===== src/rtl/lin_search_engine.sv =====
// Linear-search accelerator: scans the first len entries of a DEPTH x DATA_W table
// for a key, one compare per clock, reporting first-match index and match count.
module lin_search_engine #(
    parameter int unsigned DATA_W = 32,
    parameter int unsigned DEPTH  = 16,
    parameter int unsigned ADDR_W = 4
) (
    input  logic              clk1,
    input  logic              rst_n,
    input  logic              wr_en,
    input  logic [ADDR_W-1:0] wr_addr,
    input  logic [DATA_W-1:0] wr_data,
    input  logic              start,
    input  logic [DATA_W-1:0] key,
    input  logic              mode,
    input  logic [ADDR_W:0]   len,
    output logic              busy,
    output logic              done,
    output logic              found,
    output logic [ADDR_W-1:0] match_idx,
    output logic [ADDR_W:0]   match_cnt
);
    localparam int unsigned CNT_W = ADDR_W + 1;

    typedef enum logic [1:0] {IDLE, SCAN, DONE} state_t;

    state_t             state_q, state_d;
    logic [DATA_W-1:0]  tbl [DEPTH];
    logic [DATA_W-1:0]  key_q;
    logic               mode_q;
    logic [CNT_W-1:0]   n_q;
    logic [ADDR_W-1:0]  idx_q;
    logic [CNT_W-1:0]   n_c;
    logic               hit_c;
    logic               last_c;
    logic               stop_c;
    logic               launch_c;

    assign n_c      = (len > CNT_W'(DEPTH)) ? CNT_W'(DEPTH) : len;
    assign hit_c    = (tbl[idx_q] == key_q);
    assign last_c   = ({1'b0, idx_q} == (n_q - CNT_W'(1)));
    assign stop_c   = (!mode_q && hit_c) || last_c;
    assign launch_c = (state_q == IDLE) && start;

    // Next-state logic
    always_comb begin
        state_d = state_q;
        case (state_q)
            IDLE: if (start) state_d = (n_c == '0) ? DONE : SCAN;
            SCAN: if (stop_c) state_d = DONE;
            DONE: state_d = IDLE;
            default: state_d = IDLE;
        endcase
    end

    // State register with registered status flags
    always_ff @(posedge clk1 or negedge rst_n) begin
        if (!rst_n) begin
            state_q <= IDLE;
            busy    <= 1'b0;
            done    <= 1'b0;
        end else begin
            state_q <= state_d;
            busy    <= (state_d != IDLE);
            done    <= (state_d == DONE);
        end
    end

    // Scan datapath and result registers
    always_ff @(posedge clk1 or negedge rst_n) begin
        if (!rst_n) begin
            key_q     <= '0;
            mode_q    <= 1'b0;
            n_q       <= '0;
            idx_q     <= '0;
            found     <= 1'b0;
            match_idx <= '0;
            match_cnt <= '0;
        end else if (launch_c) begin
            key_q     <= key;
            mode_q    <= mode;
            n_q       <= n_c;
            idx_q     <= '0;
            found     <= 1'b0;
            match_idx <= '0;
            match_cnt <= '0;
        end else if (state_q == SCAN) begin
            if (hit_c) begin
                match_cnt <= match_cnt + CNT_W'(1);
                if (!found) begin
                    found     <= 1'b1;
                    match_idx <= idx_q;
                end
            end
            if (!stop_c) idx_q <= idx_q + ADDR_W'(1);
        end
    end

    // Table storage; writes are locked out while a search is in flight
    always_ff @(posedge clk1 or negedge rst_n) begin
        if (!rst_n) begin
            for (int unsigned i = 0; i < DEPTH; i++) tbl[i] <= '0;
        end else if (wr_en && (state_q == IDLE)) begin
            tbl[wr_addr] <= wr_data;
        end
    end

endmodule


===== config.mk =====
export PLATFORM = sky130hd
export DESIGN_NAME = lin_search_engine
export DESIGN_NICKNAME = d
export VERILOG_FILES = /design/src/rtl/lin_search_engine.sv
export SDC_FILE = /design/constraint.sdc
export NUM_CORES = 1
export LEC_CHECK = 0
export ABC_AREA = 0
export BUFFER_PORTS_ARGS = -buffer_cell sky130_fd_sc_hd__buf_4
export CAP_MARGIN = 20
export CORE_ASPECT_RATIO = 0.8
export CORE_MARGIN = 1.5
export CORE_UTILIZATION = 60
export CTS_BUF_LIST = sky130_fd_sc_hd__clkbuf_2
export CTS_CLUSTER_DIAMETER = 100
export CTS_CLUSTER_SIZE = 24
export DETAILED_ROUTE_END_ITERATION = 16
export PLACE_DENSITY = 0.77
export SLEW_MARGIN = 5
export SYNTH_ARGS = -nofsm -noshare
export SYNTH_HDL_FRONTEND = slang
export SYNTH_SLANG_ARGS = --single-unit

===== constraint.sdc =====
create_clock -name clk1 -period 3.7 [get_ports clk1]
set_clock_uncertainty 0.1 [all_clocks]
set_input_delay 0.185 -clock clk1 [delete_from_list [all_inputs] [get_ports clk1]]
set_output_delay 0.185 -clock clk1 [all_outputs]
set_load 0.01 [all_outputs]

==> flow_metrics.env <==
export IMPL_synth_edff_count=0
export IMPL_worst_setup_path_end_kind="register"
export IMPL_rsz0062_at_grt="true"
export IMPL_wl_per_cell_um=26.53
export IMPL_tns_ns=-0.8436
export IMPL_hpwl_um=41460
export IMPL_ctsRootBufferMaster="clkbuf_2"
export IMPL_fin_crit_sh_pct=103.8
export IMPL_place_congestion=0.7911
export IMPL_core_area_sq_mm=0.04314
export IMPL_crit_fanout=5
export IMPL_syn_area_per_cell_sq_um=14.67
export IMPL_ios=90
export IMPL_ys_seq_elements=568
export IMPL_wl_um=70550
export IMPL_fillers=2857
export IMPL_whs_endpoint="match_cnt[4]"
export IMPL_cap_viol_max_count=0
export IMPL_cts_buffers=27
export IMPL_synth_net_count=1871
export IMPL_yosys_warnings=0
export IMPL_syn_area_sq_mm=0.02626
export IMPL_crit_path_cell_trace="buf_12 -> buf_4 -> buf_4 -> mux2_2 -> o22ai_1 -> a221oi_1 -> xnor2_1 -> a41oi_2 -> or4_4 -> nor4_4 -> buf_4 -> nand3b_1 -> a21oi_1"
export IMPL_ys_flop_type="dfrtp_1"
export IMPL_cpMostUsedCell="buf_4"
export IMPL_arrival_ns=4.89
export IMPL_die_w_um=236.9
export IMPL_grt_pass1_wl_um=106600
export IMPL_synth_area_leaders="dfrtp_1, mux2_2, mux4_2"
export IMPL_reg2reg_slack_ns=-0.14
export IMPL_cp_buffers_inverters=4
export IMPL_dp_slack_ns=-0.1746
export IMPL_critPathTopFamily="simple AND/OR/NAND/NOR gates"
export IMPL_max_freq_ghz=0.2605
export IMPL_die_y_um=190.1
export IMPL_worstSkewPairLatency_ns=1.20
export IMPL_setup_worst_path_start_class="register"
export IMPL_finalHoldViolCount=0
export IMPL_crit_type="register to register"
export IMPL_start_util_pct=60.87
export IMPL_min_from="start"
export IMPL_post_route_util_pct=71.51
export IMPL_synth_top_area_share_pct=54.13
export IMPL_ctsLongestPathBuffers=3
export IMPL_layout_drive_gt1_share_pct=45.47
export IMPL_powerDensity_mw_per_mm2=735.4
export IMPL_dp_cells=2406
export IMPL_first_iter_violations=1336
export IMPL_area_growth_pct=17.47
export IMPL_slew_violations=0
export IMPL_via_per_inst=6.275
export IMPL_yosys_area_top_type="dfrtp_1"
export IMPL_ant_nets=0
export IMPL_post_route_worst_setup_slack_ns=-0.1388
export IMPL_cts_tree="yes"
export IMPL_r2r_end="match_idx[2]"
export IMPL_place_port_buffers=89
export IMPL_post_layout_nonfiller_instances=2659
export IMPL_slowest_stage="or4_4"
export IMPL_grt_usage_pct=31.56
export IMPL_rows=68
export IMPL_drt_first_pass_iters=5
export IMPL_reg2regPathDepth=13
export IMPL_r2r_start="idx_q[0]"
export IMPL_ir_drop_mv=0.4407
export IMPL_htreeDepth=1
export IMPL_critical_path_required_ns=4.75
export IMPL_grt_overflow_total=0
export IMPL_worst_pin_slew_ns=0.8129
export IMPL_route_detailed_drc=0
export IMPL_worstHoldPathType="input pin to register"
export IMPL_violations="setup timing"
export IMPL_async_flop_share_pct=100.0
export IMPL_synth_cells=1790
export IMPL_p_leak_nw=14.36
export IMPL_dieArea_sq_mm=0.04504
export IMPL_finalPower_mw=22.68
export IMPL_setup_viol_count_final=14
export IMPL_synthDistinctLibCells=60
export IMPL_grt_pass1_vias=17510
export IMPL_min_period_ns=3.839
export IMPL_clk_pin_slew_worst_paths_ns=0.45
export IMPL_finalNetCount=2178
export IMPL_slowest_delay_ns=0.65
export IMPL_antenna_found_initial=2
export IMPL_grt_start_max_net_pins=121
export IMPL_cts_sinks=568
export IMPL_seq_area_frac_synth_pct=54.13
export IMPL_slew_headroom_pct=45.81
export IMPL_worstHoldPathCells=5
export IMPL_dr_total_vias=16690
export IMPL_status="finished, violations left"
==> worst max-delay path by stage <==
stage / from / end / slack [ns] / cells past startpoint
floorplan: idx_q[0] / idx_q[3] / 0.31 / 13
global placement: idx_q[1] / match_idx[1] / -0.12 / 9
detailed placement: idx_q[0] / match_idx[3] / -0.17 / 12
CTS: idx_q[1] / idx_q[1] / -0.01 / 12
global route: idx_q[1] / match_idx[3] / -0.17 / 13
finish: idx_q[0] / match_idx[2] / -0.14 / 13
==> power breakdown <==
group          internal, mW  switching, mW
registers              8.57           1.59
clock network         0.207           1.81
logic                  5.96           4.55
==> cells in the mapped netlist, types with 5 or more instances <==
cell type and number:
a22o_1 12, a21oi_1 10, buf_4 10, buf_2 30, clkbuf_1 76, nand3b_1 6, nand2_1 31, a221oi_1 16
inv_1 5, o22ai_1 6, buf_1 24, nand2b_1 8, nor2_1 24, nor3_1 10, nor2b_1 10, a22oi_1 23
mux2i_1 120, nand3_1 11, xor2_1 24, o21ai_0 8, xnor2_1 47, and3_1 9, nand4_1 7, mux2_2 560
mux4_2 73, dfrtp_1 568
==> cell type report <==
cell class                 count  area [sq um]  area share, %
multi-input combinational   1076         11680          37.86
clock inverter                 1         8.758        0.02839
tap                          560         700.7          2.271
timing repair buffer         419          4065          13.18
clock buffer                  29         145.1         0.4705
inverter                       5         18.77        0.06084
antenna                        1         2.502       0.008112
sequential                   568         14230          46.12
==> metal layers <==
layer	GRT usage (%)	vias to the layer above	routed length, um
li1	-	7163	-
met1	44.67	8875	30710
met2	51.48	516	33500
met3	4.919	130	4292
met4	8.235	2	2028
met5	0	-	13
==> metrics by stage <==
step	hold WS, ns	instance area, sq um
floorplan	-0.2106	26260
global placement	0.1355	28090
detailed placement	0.1373	28090
CTS	0.03186	30350
global route	0.09759	30850
finish	0.1213	30850
==> registers in the layout, summed over array words and instances (netlist names) <==
name,cells
tbl,512
key_q,32
match_cnt,5
n_q,5
idx_q,4
match_idx,4
state_q,2
busy,1
done,1
found,1
mode_q,1
==> cell usage in the layout, fill, tap and decap left out, types with 6 or more instances in the layout <==
cell	n
a21oi_1	9
clkbuf_2	29
nor2b_1	6
o21ai_0	6
mux2i_1	120
buf_12	16
nand4_1	7
clkbuf_16	6
a22o_1	11
a22oi_1	21
xnor2_1	46
nand3_1	9
nor2_1	17
and3_1	9
xor2_1	21
dfrtp_1	564
dlygate4sd3_1	188
mux4_2	73
mux2_2	560
nand3b_1	6
nor2_4	6
nand2_2	6
a221oi_1	11
nand2_1	25
buf_4	192
buf_6	9
nand2b_1	8
==> worst register-to-register path, delay by kind of cell, from the launching register on <==
| family | cells | cell delay, ns |
|---|---|---|
| DFF | 1 | 0.64 |
| xor gates and xnor gates | 1 | 0.28 |
| muxes | 1 | 0.27 |
| buffers and inverters | 4 | 0.67 |
| AOI/OAI and AO/OA | 4 | 0.71 |
| and+or+nand+nor | 3 | 1.13 |
==> kinds of logic after synthesis <==
kind of cell / count (synthesis) / synth area share, %
flops: 568 / 54.13
mux: 753 / 34.85
simple gates: 144 / 3.002
xor+xnor: 71 / 2.368
fa+ha+maj: 3 / 0.1430
compound gates: 105 / 3.107
buf+inv: 146 / 2.401
==> repair_timing <==
action / in CTS / in global routing
hold endpoints to repair: 1136 / 0
hold buffers: 189 / 0
setup endpoints to repair: 17 / 15
pin swaps: 7 / 19
gates resized for setup: 18 / 44
buffers inserted: 8 / 20
gates cloned: 0 / 7
(Power assumes the default switching activity.)
